File: src/rtl/motor_pkg.sv
// Shared codes for the motor drive controller: FSM modes, bridge direction encodings,
// tracker states and a duty clamp helper.
package motor_pkg;

  typedef enum logic [2:0] {
    MODE_IDLE    = 3'd0,
    MODE_FWD     = 3'd1,
    MODE_STEER_L = 3'd2,
    MODE_STEER_R = 3'd3,
    MODE_SEARCH  = 3'd4,
    MODE_STOP    = 3'd5
  } mode_e;

  typedef enum logic {
    TURN_LEFT  = 1'b0,
    TURN_RIGHT = 1'b1
  } turn_e;

  localparam logic [1:0] DIR_FWD   = 2'b10;
  localparam logic [1:0] DIR_REV   = 2'b01;
  localparam logic [1:0] DIR_COAST = 2'b00;

  localparam logic [1:0] TRACK_CENTRE = 2'b11;
  localparam logic [1:0] TRACK_VEER_R = 2'b10;
  localparam logic [1:0] TRACK_VEER_L = 2'b01;
  localparam logic [1:0] TRACK_LOST   = 2'b00;

  // Saturate a requested duty into the range a PWM counter of the given width can express.
  function automatic int clamp_duty(input int value, input int bits);
    int top_s;
    top_s = (32'sd1 <<< bits) - 32'sd1;
    if (value > top_s) return top_s;
    else if (value < 32'sd0) return 32'sd0;
    else return value;
  endfunction

endpackage

File: src/rtl/motor_drive_ctrl_if.sv
// Signal bundle between the tracker stage / run control and the motor drive controller.
interface motor_drive_ctrl_if #(
  parameter int PWM_BITS = 10
) ();
  logic                enable;
  logic [1:0]          track_state;
  logic                pwm_l;
  logic                pwm_r;
  logic [1:0]          dir_l;
  logic [1:0]          dir_r;
  logic [2:0]          mode;
  logic [PWM_BITS-1:0] duty_l;
  logic [PWM_BITS-1:0] duty_r;

  modport master (
    output enable, track_state,
    input  pwm_l, pwm_r, dir_l, dir_r, mode, duty_l, duty_r
  );

  modport slave (
    input  enable, track_state,
    output pwm_l, pwm_r, dir_l, dir_r, mode, duty_l, duty_r
  );
endinterface

File: src/rtl/pwm_channel.sv
// One motor channel: ramps duty toward its target on each ramp tick, latches the duty into
// the compare register only at counter wrap, and drives a registered PWM pin.
module pwm_channel import motor_pkg::*; #(
  parameter int PWM_BITS  = 10,
  parameter int RAMP_STEP = 16
) (
  input  logic                clk,
  input  logic                rst,
  input  logic                tick,
  input  logic                wrap,
  input  logic [PWM_BITS-1:0] cnt_next,
  input  logic [PWM_BITS-1:0] target,
  output logic [PWM_BITS-1:0] duty,
  output logic                pwm
);
  localparam logic [PWM_BITS:0] STEP_W = (PWM_BITS + 1)'(clamp_duty(RAMP_STEP, PWM_BITS));

  logic [PWM_BITS-1:0] duty_r;
  logic [PWM_BITS-1:0] cmp_r;
  logic                pwm_r;
  logic [PWM_BITS-1:0] duty_next_s;
  logic [PWM_BITS-1:0] cmp_next_s;
  logic [PWM_BITS:0]   tgt_w_s;
  logic [PWM_BITS:0]   duty_w_s;
  logic [PWM_BITS:0]   gap_s;
  logic [PWM_BITS:0]   move_s;

  // Extended-width step toward target, limited so it lands on the target instead of passing it.
  always_comb begin
    tgt_w_s  = {1'b0, target};
    duty_w_s = {1'b0, duty_r};
    if (tgt_w_s >= duty_w_s) gap_s = tgt_w_s - duty_w_s;
    else gap_s = duty_w_s - tgt_w_s;
    if (gap_s > STEP_W) move_s = STEP_W;
    else move_s = gap_s;
    if (tgt_w_s >= duty_w_s) duty_next_s = PWM_BITS'(duty_w_s + move_s);
    else duty_next_s = PWM_BITS'(duty_w_s - move_s);
    if (wrap) cmp_next_s = duty_r;
    else cmp_next_s = cmp_r;
  end

  // Pin is computed from next-cycle counter/compare so it is registered yet has no lag.
  always_ff @(posedge clk or posedge rst) begin
    if (rst) begin
      duty_r <= {PWM_BITS{1'b0}};
      cmp_r  <= {PWM_BITS{1'b0}};
      pwm_r  <= 1'b0;
    end else begin
      if (tick) duty_r <= duty_next_s;
      cmp_r <= cmp_next_s;
      pwm_r <= (cnt_next < cmp_next_s);
    end
  end

  assign duty = duty_r;
  assign pwm  = pwm_r;

endmodule

File: src/rtl/motor_drive_ctrl.sv
// Line-follower motor drive: filters the tracker state, runs the steering/search FSM,
// applies the decelerate-before-reverse rule and feeds two ramped PWM channels.
module motor_drive_ctrl import motor_pkg::*; #(
  parameter int PWM_BITS     = 10,
  parameter int FILT_N       = 8,
  parameter int RAMP_TICKS   = 100000,
  parameter int RAMP_STEP    = 16,
  parameter int DUTY_FAST    = 900,
  parameter int DUTY_SLOW    = 300,
  parameter int DUTY_SPIN    = 500,
  parameter int SEARCH_STEPS = 1500
) (
  input  logic              clk,
  input  logic              rst,
  motor_drive_ctrl_if.slave bus
);
  localparam int FILT_W = $clog2(FILT_N + 1);
  localparam int TICK_W = (RAMP_TICKS > 1) ? $clog2(RAMP_TICKS) : 1;
  localparam int SRCH_W = $clog2(SEARCH_STEPS + 1);
  localparam logic [PWM_BITS-1:0] T_FAST  = PWM_BITS'(clamp_duty(DUTY_FAST, PWM_BITS));
  localparam logic [PWM_BITS-1:0] T_SLOW  = PWM_BITS'(clamp_duty(DUTY_SLOW, PWM_BITS));
  localparam logic [PWM_BITS-1:0] T_SPIN  = PWM_BITS'(clamp_duty(DUTY_SPIN, PWM_BITS));
  localparam logic [PWM_BITS-1:0] T_ZERO  = {PWM_BITS{1'b0}};
  localparam logic [PWM_BITS-1:0] CNT_MAX = {PWM_BITS{1'b1}};

  logic [1:0]          cand_r, accepted_r;
  logic [FILT_W-1:0]   filt_cnt_r;
  logic [TICK_W-1:0]   tick_cnt_r;
  logic [PWM_BITS-1:0] pwm_cnt_r, pwm_cnt_next_s;
  logic [SRCH_W-1:0]   search_cnt_r;
  mode_e               mode_r;
  turn_e               last_turn_r;
  logic [1:0]          dir_l_r, dir_r_r, want_l_s, want_r_s;
  logic [PWM_BITS-1:0] base_l_s, base_r_s, tgt_l_s, tgt_r_s, duty_l_s, duty_r_s;
  logic                tick_s, wrap_s, pwm_l_s, pwm_r_s;

  assign tick_s         = (tick_cnt_r == TICK_W'(RAMP_TICKS - 1));
  assign wrap_s         = (pwm_cnt_r == CNT_MAX);
  assign pwm_cnt_next_s = pwm_cnt_r + PWM_BITS'(1);

  // Accept a new tracker state only after it has been seen FILT_N clocks in a row.
  always_ff @(posedge clk or posedge rst) begin
    if (rst) begin
      cand_r     <= TRACK_CENTRE;
      filt_cnt_r <= {FILT_W{1'b0}};
      accepted_r <= TRACK_CENTRE;
    end else if (bus.track_state != cand_r) begin
      cand_r     <= bus.track_state;
      filt_cnt_r <= FILT_W'(1);
      if (FILT_N <= 1) accepted_r <= bus.track_state;
    end else begin
      if (filt_cnt_r < FILT_W'(FILT_N)) filt_cnt_r <= filt_cnt_r + FILT_W'(1);
      if (filt_cnt_r >= FILT_W'(FILT_N - 1)) accepted_r <= cand_r;
    end
  end

  // Free-running ramp tick divider and shared PWM counter.
  always_ff @(posedge clk or posedge rst) begin
    if (rst) begin
      tick_cnt_r <= {TICK_W{1'b0}};
      pwm_cnt_r  <= {PWM_BITS{1'b0}};
    end else begin
      tick_cnt_r <= tick_s ? {TICK_W{1'b0}} : tick_cnt_r + TICK_W'(1);
      pwm_cnt_r  <= pwm_cnt_next_s;
    end
  end

  // Mode FSM; dropping enable returns to IDLE from every state, and STOP is left only that way.
  always_ff @(posedge clk or posedge rst) begin
    if (rst) begin
      mode_r       <= MODE_IDLE;
      last_turn_r  <= TURN_LEFT;
      search_cnt_r <= {SRCH_W{1'b0}};
    end else if (!bus.enable) begin
      mode_r       <= MODE_IDLE;
      search_cnt_r <= {SRCH_W{1'b0}};
    end else begin
      case (mode_r)
        MODE_IDLE: if (accepted_r != TRACK_LOST) mode_r <= MODE_FWD;
        MODE_FWD, MODE_STEER_L, MODE_STEER_R: begin
          case (accepted_r)
            TRACK_CENTRE: mode_r <= MODE_FWD;
            TRACK_VEER_R: begin mode_r <= MODE_STEER_L; last_turn_r <= TURN_LEFT; end
            TRACK_VEER_L: begin mode_r <= MODE_STEER_R; last_turn_r <= TURN_RIGHT; end
            default: begin mode_r <= MODE_SEARCH; search_cnt_r <= {SRCH_W{1'b0}}; end
          endcase
        end
        MODE_SEARCH: begin
          if (accepted_r != TRACK_LOST) mode_r <= MODE_FWD;
          else if (tick_s) begin
            if (search_cnt_r == SRCH_W'(SEARCH_STEPS - 1)) mode_r <= MODE_STOP;
            else search_cnt_r <= search_cnt_r + SRCH_W'(1);
          end
        end
        MODE_STOP: mode_r <= MODE_STOP;
        default:   mode_r <= MODE_IDLE;
      endcase
    end
  end

  // Per-mode wheel plan; a wheel whose bridge must change direction is first driven to zero.
  always_comb begin
    want_l_s = DIR_COAST;
    want_r_s = DIR_COAST;
    base_l_s = T_ZERO;
    base_r_s = T_ZERO;
    case (mode_r)
      MODE_FWD:     begin want_l_s = DIR_FWD; want_r_s = DIR_FWD; base_l_s = T_FAST; base_r_s = T_FAST; end
      MODE_STEER_L: begin want_l_s = DIR_FWD; want_r_s = DIR_FWD; base_l_s = T_SLOW; base_r_s = T_FAST; end
      MODE_STEER_R: begin want_l_s = DIR_FWD; want_r_s = DIR_FWD; base_l_s = T_FAST; base_r_s = T_SLOW; end
      MODE_SEARCH: begin
        base_l_s = T_SPIN;
        base_r_s = T_SPIN;
        if (last_turn_r == TURN_LEFT) begin want_l_s = DIR_REV; want_r_s = DIR_FWD; end
        else begin want_l_s = DIR_FWD; want_r_s = DIR_REV; end
      end
      default: begin want_l_s = DIR_COAST; want_r_s = DIR_COAST; end
    endcase
    if (want_l_s != dir_l_r) tgt_l_s = T_ZERO;
    else tgt_l_s = base_l_s;
    if (want_r_s != dir_r_r) tgt_r_s = T_ZERO;
    else tgt_r_s = base_r_s;
  end

  // Bridge direction flips only once that wheel has spun down to zero duty.
  always_ff @(posedge clk or posedge rst) begin
    if (rst) begin
      dir_l_r <= DIR_COAST;
      dir_r_r <= DIR_COAST;
    end else begin
      if (want_l_s != dir_l_r && duty_l_s == T_ZERO) dir_l_r <= want_l_s;
      if (want_r_s != dir_r_r && duty_r_s == T_ZERO) dir_r_r <= want_r_s;
    end
  end

  pwm_channel #(.PWM_BITS(PWM_BITS), .RAMP_STEP(RAMP_STEP)) u_left (
    .clk(clk), .rst(rst), .tick(tick_s), .wrap(wrap_s), .cnt_next(pwm_cnt_next_s),
    .target(tgt_l_s), .duty(duty_l_s), .pwm(pwm_l_s)
  );

  pwm_channel #(.PWM_BITS(PWM_BITS), .RAMP_STEP(RAMP_STEP)) u_right (
    .clk(clk), .rst(rst), .tick(tick_s), .wrap(wrap_s), .cnt_next(pwm_cnt_next_s),
    .target(tgt_r_s), .duty(duty_r_s), .pwm(pwm_r_s)
  );

  assign bus.mode   = mode_r;
  assign bus.dir_l  = dir_l_r;
  assign bus.dir_r  = dir_r_r;
  assign bus.duty_l = duty_l_s;
  assign bus.duty_r = duty_r_s;
  assign bus.pwm_l  = pwm_l_s;
  assign bus.pwm_r  = pwm_r_s;

endmodule

File: src/flat_wrapper.sv
// flat-port wrapper written by rule: the top's interface ports become plain ports
module motor_drive_ctrl_flat import motor_pkg::*;
#(
  parameter int PWM_BITS     = 10,
  parameter int FILT_N       = 8,
  parameter int RAMP_TICKS   = 100000,
  parameter int RAMP_STEP    = 16,
  parameter int DUTY_FAST    = 900,
  parameter int DUTY_SLOW    = 300,
  parameter int DUTY_SPIN    = 500,
  parameter int SEARCH_STEPS = 1500
)
  (clk, rst, bus_enable, bus_track_state, bus_pwm_l, bus_pwm_r, bus_dir_l, bus_dir_r, bus_mode, bus_duty_l, bus_duty_r);
  motor_drive_ctrl_if #(.PWM_BITS(PWM_BITS)) bus_i ();
  input  logic clk;
  input  logic rst;
  input wire logic [$bits(bus_i.enable)-1:0] bus_enable;
  input wire logic [$bits(bus_i.track_state)-1:0] bus_track_state;
  output wire logic [$bits(bus_i.pwm_l)-1:0] bus_pwm_l;
  output wire logic [$bits(bus_i.pwm_r)-1:0] bus_pwm_r;
  output wire logic [$bits(bus_i.dir_l)-1:0] bus_dir_l;
  output wire logic [$bits(bus_i.dir_r)-1:0] bus_dir_r;
  output wire logic [$bits(bus_i.mode)-1:0] bus_mode;
  output wire logic [$bits(bus_i.duty_l)-1:0] bus_duty_l;
  output wire logic [$bits(bus_i.duty_r)-1:0] bus_duty_r;
  assign bus_i.enable = bus_enable;
  assign bus_i.track_state = bus_track_state;
  assign bus_pwm_l = bus_i.pwm_l;
  assign bus_pwm_r = bus_i.pwm_r;
  assign bus_dir_l = bus_i.dir_l;
  assign bus_dir_r = bus_i.dir_r;
  assign bus_mode = bus_i.mode;
  assign bus_duty_l = bus_i.duty_l;
  assign bus_duty_r = bus_i.duty_r;
  motor_drive_ctrl #(.PWM_BITS(PWM_BITS), .FILT_N(FILT_N), .RAMP_TICKS(RAMP_TICKS), .RAMP_STEP(RAMP_STEP), .DUTY_FAST(DUTY_FAST), .DUTY_SLOW(DUTY_SLOW), .DUTY_SPIN(DUTY_SPIN), .SEARCH_STEPS(SEARCH_STEPS)) u_core (.clk(clk), .rst(rst), .bus(bus_i));
endmodule
File: config.mk
export PLATFORM = sky130hd
export DESIGN_NAME = motor_drive_ctrl_flat
export DESIGN_NICKNAME = d
export VERILOG_FILES = /design/src/rtl/motor_pkg.sv /design/src/rtl/motor_drive_ctrl_if.sv /design/src/rtl/pwm_channel.sv /design/src/rtl/motor_drive_ctrl.sv /design/src/flat_wrapper.sv
export SDC_FILE = /design/constraint.sdc
export NUM_CORES = 1
export LEC_CHECK = 0
export ABC_AREA = 1
export BUFFER_PORTS_ARGS = -buffer_cell sky130_fd_sc_hd__buf_2
export CAP_MARGIN = 30
export CORE_MARGIN = 2
export CORE_UTILIZATION = 55
export CTS_CLUSTER_DIAMETER = 200
export DETAILED_ROUTE_END_ITERATION = 10
export PLACE_DENSITY_LB_ADDON = 0.05
export SLEW_MARGIN = 20
export SYNTH_ARGS = -nofsm -noshare
export SYNTH_HDL_FRONTEND = slang
export SYNTH_SLANG_ARGS = --single-unit
File: constraint.sdc
create_clock -name clk -period 8.3 [get_ports clk]
set_clock_uncertainty 0.05 [all_clocks]
set_input_delay 1.245 -clock clk [delete_from_list [all_inputs] [get_ports clk]]
set_output_delay 1.245 -clock clk [all_outputs]
set_load 0.01 [all_outputs]
# After elaboration in Yosys (flattened, before gate mapping)

Index checks and enable logic that the tools add are counted.

Add/sub/neg operators: 12
Magnitude comparators: 8
Equality and inequality tests: 22
Mux-type cells: 33
Bitwise logic cells: 1
Reductions and logical operators: 16

Operator list:

| cell                  | number |
|---|---|
| $mux 10               | 8 |
| $mux 11               | 7 |
| $pmux 10 s3           | 2 |
| $sub 10x10->11        | 4 |
| $gt 11x5->1 const B   | 2 |
| $pmux 11 s2           | 1 |
| $add 10x10->10        | 2 |
| $ge 10x10->1          | 2 |
| $logic_not 10->1      | 2 |
| $lt 10x10->1          | 2 |
| $sub 10x10->10        | 2 |
| $add 17x1->17 const B | 1 |
| $eq 17x17->1 const B  | 1 |
| $mux 17               | 1 |
| $mux 3                | 5 |
| $pmux 3 s4            | 1 |
| $add 11x1->11 const B | 1 |
| $eq 11x11->1 const B  | 1 |
| $add 10x1->10 const B | 1 |
| $eq 10x10->1 const B  | 1 |
| $ne 3x2->1 const B    | 3 |
| $ne 3x3->1 const B    | 3 |
| $pmux 3 s3            | 1 |
| $mux 4                | 2 |
| other kinds (22)      | 36 |

Register bits after elaboration: 96
Input bits: 5
Output and inout bits: 29
Word-level logic and storage cells: 108

# Depth between registers and ports, before layout

Depth after elaboration: 11
Mapped depth: 42
Depth with buffers taken out: 41

# Modules after synthesis

A second synthesis with hierarchy kept.

Cell total of the unflattened synthesis: 1,343
Area total of the unflattened synthesis: 9,044.9 µm²

Modules (own cells, without submodules):

| module                       | instances | cells an instance | area each (µm²) | sequential area each (µm²) |
|---|---|---|---|---|
| motor_drive_ctrl             | 1         | 426               | 3,180.6         | 1,356.3 |
| pwm_channel (u_core.u_right) | 1         | 462               | 2,942.8         | 525.5 |
| pwm_channel (u_core.u_left)  | 1         | 455               | 2,921.6         | 525.5 |

# Worst setup path before layout

OpenSTA, ideal clock, no wires.

Kind: register to register
Start point: reg u_core.mode_r[0] (netlist: u_core.bus.mode[0])
End point: reg u_core.u_right.duty_r[8] (netlist: u_core.u_right.duty[8])
Data arrival time: 5,357 ps
Slack: 2,758 ps
Stages on the path, launching flop included: 40
Buffers on the path: 1
Clock period less this slack: 5,542 ps
Cell sequence: dfrtp_1 nor2_1 inv_1 nor2_1 nand2_1 nand2_1 inv_1 or2_2 nand3_1 nor2_1 nor2_1 inv_1 ha_1 buf_6 nand2_2 inv_2 a21oi_4 nand2_4 [... 4 more ...] nor2_8 nand2_4 inv_1 nand2_1 ha_1 inv_1 o21ai_0 inv_1 fa_1 o21ai_0 a21oi_1 nor2_1 nor2_1 inv_1 a21oi_1 o21ai_0 xnor2_1 o21ai_0

Word-level cells in the longest chain between the ends: 11
Elaborated cells between the ends (all ways): 19

RTL lines:

| what                                                    | RTL line                             | RTL |
|---|---|---|
| start, declared                                         | motor_drive_ctrl.sv:31               | `mode_e mode_r;` |
| start signal, assigned                                  | motor_drive_ctrl.sv:71               | `mode_r <= MODE_IDLE;` |
| start signal, assigned                                  | motor_drive_ctrl.sv:75               | `mode_r <= MODE_IDLE;` |
| start signal, assigned                                  | motor_drive_ctrl.sv:79               | `MODE_IDLE: if (accepted_r != TRACK_LOST) mode_r <= MODE_FWD;` |
| $eq 3x1->1 / $eq 3x2->1 (equally long branches)         | motor_drive_ctrl.sv:107              | `case (mode_r)` |
| $reduce_or 3->1 (no line)                               | n/a                                  |  |
| $pmux 2 s2                                              | motor_drive_ctrl.sv:107              |  |
| $ne 2x2->1                                              | motor_drive_ctrl.sv:121              | `if (want_r_s != dir_r_r) tgt_r_s = T_ZERO;` |
| $mux 10 (*)                                             | motor_drive_ctrl.sv:121              |  |
| $sub 10x10->11, or another cell as far along            | pwm_channel.sv:33                    | `else gap_s = duty_w_s - tgt_w_s;` |
| $mux 11                                                 | pwm_channel.sv:32                    | `if (tgt_w_s >= duty_w_s) gap_s = tgt_w_s - duty_w_s;` |
| $gt 11x5->1                                             | pwm_channel.sv:34                    | `if (gap_s > STEP_W) move_s = STEP_W;` |
| $mux 10                                                 | pwm_channel.sv:34                    |  |
| $sub 10x10->10 / $add 10x10->10 (equally long branches) | pwm_channel.sv:37, pwm_channel.sv:36 |  |
| $mux 10 (*)                                             | pwm_channel.sv:36                    | `if (tgt_w_s >= duty_w_s) duty_next_s = PWM_BITS'(duty_w_s + move_s);` |
| end signal, assigned                                    | pwm_channel.sv:45                    | `duty_r <= {PWM_BITS{1'b0}};` |
| end signal, assigned                                    | pwm_channel.sv:49                    | `if (tick) duty_r <= duty_next_s;` |
| end, declared                                           | pwm_channel.sv:18                    | `logic [PWM_BITS-1:0] duty_r;` |

Mark *: on every way between the ends. The rest lies on a longest branch, timed or not.
A chain may end at the register's enable or synchronous reset.

# Worst setup path in the final report

Start point: reg u_core.mode_r[0] (netlist: u_core.bus.mode[0])
End point: reg u_core.u_left.duty_r[8] (netlist: u_core.u_left.duty[8])

Word-level cells in the longest chain between the ends: 11
Elaborated cells between the ends (all ways): 19

RTL lines:

| what                                                    | RTL line                             | RTL |
|---|---|---|
| $eq 3x1->1 / $eq 3x2->1 (equally long branches)         | motor_drive_ctrl.sv:107              |  |
| $reduce_or 3->1 (no line)                               | n/a                                  |  |
| $pmux 2 s2                                              | motor_drive_ctrl.sv:107              |  |
| $ne 2x2->1                                              | motor_drive_ctrl.sv:119              | `if (want_l_s != dir_l_r) tgt_l_s = T_ZERO;` |
| $mux 10 (*)                                             | motor_drive_ctrl.sv:119              |  |
| $sub 10x10->11, or another cell as far along            | pwm_channel.sv:33                    |  |
| $mux 11                                                 | pwm_channel.sv:32                    |  |
| $gt 11x5->1                                             | pwm_channel.sv:34                    |  |
| $mux 10                                                 | pwm_channel.sv:34                    |  |
| $sub 10x10->10 / $add 10x10->10 (equally long branches) | pwm_channel.sv:37, pwm_channel.sv:36 |  |
| $mux 10 (*)                                             | pwm_channel.sv:36                    |  |
| end signal, assigned                                    | pwm_channel.sv:45                    |  |
| end signal, assigned                                    | pwm_channel.sv:49                    |  |
| end, declared                                           | pwm_channel.sv:18                    |  |

Marks and branches as above.

==> impl_results.md <==
- Worst path max stage delay: 0.47 ns
- Fin nets: 1285
- Power Density: 348 nW/um2
- Final ANT Viol Nets: 0
- Final Hold Viols: 0
- Pre-CTS WS: 2.17 ns
- CTS root buf: clkbuf_16
- Initial drt markers: 355
- Post-Syn Area: 8310 um2
- CTS Sinks: 96
- Slowest cell on crit path: a21oi_2
- Synth unique cells: 53
- Hold_ws: 0.417 ns
- Longest Clk Path Bufs: 2
- Largest net degree at the start of global routing: 53
- Classification of the worst setup path: reg2reg
- Final setup fails: 0
- Crit. End Element: flop
- Die W: 127 um
- Drt drc: 0
- VDD IR max: 0.416 mV
- Share of the yosys chip area belonging to registers: 0.290
- Grt total ovfl: 0
- Seq cells post-synth: 96
- Status: complete, no violations
- Critical Path RT: 8.47 ns
- R2R Setup Slk: 2.14 ns
- Worst slew pin tran: 0.678 ns
- Synth Net Count: 1256
- Fraction of registers with async set/reset: 1.00
- Minimum clock period after layout: 6.16 ns
- Crit-path max FO: 12
- Final period util: 0.742
- Max-cap violation count: 0
- Clk slew on worst S/H paths: 0.07 ns
- IO buf count: 33
- Setup Fix Bufs, Post-CTS: 0
- RePlAce Congestion: 0.907
- Rows: 44
- Vias in the first global route: 6679
- Post-Syn Instances: 1170
- Total clock buffers created by CTS: 9
- Slew HR: 0.548
- Via-per-instance ratio: 5.12
- TritonCTS clock tree: built
- LEAKAGE: 0.00503 uW
- Initial Util: 0.568
- Top_reg_cell synth: dfrtp_1
- I/O pins: 34
- CTS HTree Levels: 3
- Core Area: 14600 um2
- Cell mode on critical path: nor2_1
- Syn avg cell area: 7.11 um2
- Startpoint types: flop
- TNS Setup: 0 ns
- HP Class: reg2reg
- Post-CTS Resized: 0
- Pins Over Slew Limit: 0
- Die H: 127 um
- Worst-Skew Late Latency: 0.35 ns
- Filler cell count: 1404
- Share of cells above drive strength 1: 0.107
- Total GRT Usage: 0.240
- CP arrival: 6.33 ns
- Yosys warns: 0
- PnR worst setup slack: 2.14 ns
- ANT cells: 0
- Post-synth EDFFs: 0
- WL final: 18.3 mm
- Drt wl/cell: 13.2 um
- Area delta synth->final: 6.88%
- Die Area: 16100 um2
- First-pass GRT wire length: 31.6 mm
- Vias: 7109
- 1st-pass router iterations: 5
- Antenna violations before repair: 0
- Peak Freq: 0.162 GHz
- Hold_buf cts: 0
- RSZ-0062 raised after global routing: no
- Post-DP HPWL: 14.7 mm
==> logic make-up after synthesis <==
family          count (synthesis)  share of synthesized area
fa+ha+maj                      81                      0.126
compound gates                162                      0.117
xor+xnor                       43                     0.0453
flops                          96                      0.290
buf+inv                       252                      0.121
simple gates                  536                      0.302
==> per-stage QoR <==
stage	util	instances	total power (uW)	instance area, um2
after floorplan	-	1170	2390	8310
after global routing	0.607	1388	3400	8880
after CTS	0.607	1388	3100	8880
after global placement	0.588	1372	2680	8610
final	0.607	1388	3090	8880
after detailed placement	0.588	1372	2700	8610
==> power breakdown <==
| part | internal [uW] | switching [uW] |
|---|---|---|
| Combinational | 730 | 1470 |
| Clock | 204 | 184 |
| Sequential | 487 | 15.2 |
| Total | 1420 | 1670 |
==> cell usage after synthesis (all sizes together) (4+ instances only) <==
library cell    n  area share
nand2         308        0.15
inv           234        0.11
nor2          105       0.056
dfrtp          92        0.28
ha             77        0.12
o21ai          75       0.047
nand3          68       0.053
a21oi          60       0.043
xor2           33       0.035
nand4          19       0.014
nor3           17       0.010
buf            10       0.011
xnor2          10       0.011
nor4            9      0.0068
clkbuf          8      0.0036
o21bai          5      0.0072
or2             5      0.0038
a31oi           4      0.0030
dfstp           4       0.013
fa              4      0.0096
==> metal layers <==
| metal | vias up | routed length (um) | global-route usage |
|---|---|---|---|
| met2 | 130 | 8320 | 0.389 |
| met4 | 0 | 193 | 0.0556 |
| met5 | - | 0 | 0 |
| li1 | 3759 | - | - |
| met3 | 18 | 668 | 0.0325 |
| met1 | 3202 | 9150 | 0.343 |
==> sequential cells by signal (all words and copies together) (netlist names) <==
| register | count |
|---|---|
| u_core.u_left.cmp_r | 10 |
| u_core.u_left.duty | 10 |
| u_core.u_right.pwm | 1 |
| u_core.cand_r | 2 |
| u_core.accepted_r | 2 |
| u_core.pwm_cnt_r | 10 |
| u_core.u_right.duty | 10 |
| u_core.search_cnt_r | 11 |
| u_core.tick_cnt_r | 17 |
| u_core.bus.dir_r | 2 |
| u_core.u_right.cmp_r | 10 |
| u_core.u_left.pwm | 1 |
| u_core.filt_cnt_r | 4 |
| u_core.bus.mode | 3 |
| u_core.bus.dir_l | 2 |
| u_core.last_turn_r | 1 |
==> worst max-delay path: cells and delay by family, from the launching register on <==
family	cells	cell delay (ns)
buf+inv	4	0.24
flops	1	0.42
fa+ha+maj	3	1.12
simple gates	24	2.94
compound gates	6	1.14
xor+xnor	1	0.13
==> worst paths after layout <==
kind | startpoint | to | cells past startpoint
max | u_core.bus.mode[0]$_DFFE_PP0P_ | u_core.u_left.duty[8]$_DFFE_PP0N_ | 38
min reg2reg | u_core.tick_cnt_r[0]$_DFF_PP0_ | u_core.tick_cnt_r[0]$_DFF_PP0_ | 1
min in group asynchronous | rst | u_core.search_cnt_r[3]$_DFFE_PP0P_ | 2
min | u_core.tick_cnt_r[0]$_DFF_PP0_ | u_core.tick_cnt_r[0]$_DFF_PP0_ | 1
max in group asynchronous | rst | u_core.u_right.pwm$_DFF_PP0_ | 3
max reg2reg | u_core.bus.mode[0]$_DFFE_PP0P_ | u_core.u_left.duty[8]$_DFFE_PP0N_ | 38
==> area by class of cell <==
type | instances | area, um2 | share of cell area
clock inverter | 6 | 43.8 | 0.00493
inverter | 234 | 883 | 0.0994
timing repair buffer | 36 | 188 | 0.0211
sequential | 96 | 2410 | 0.271
tap | 184 | 230 | 0.0259
multi-input combinational | 822 | 4900 | 0.552
clock buffer | 10 | 229 | 0.0258
==> cells in the final DEF, fill, tap and decap left out, drive strengths merged, types with 3 or more instances in the layout <==
cell type and instances:
nand3b 3, o21a 3, nor3 17, ha 77
xor2 33, clkinv 4, nand2 308, clkbuf 10
o211ai 3, inv 235, nand4 19, nand3 68
xnor2 10, dfrtp 92, a31oi 4, dfstp 4
or2 5, o21bai 5, nor2 105, buf 36
a21oi 60, nor4 9, fa 4, o21ai 75
(Power assumes the default switching activity.)
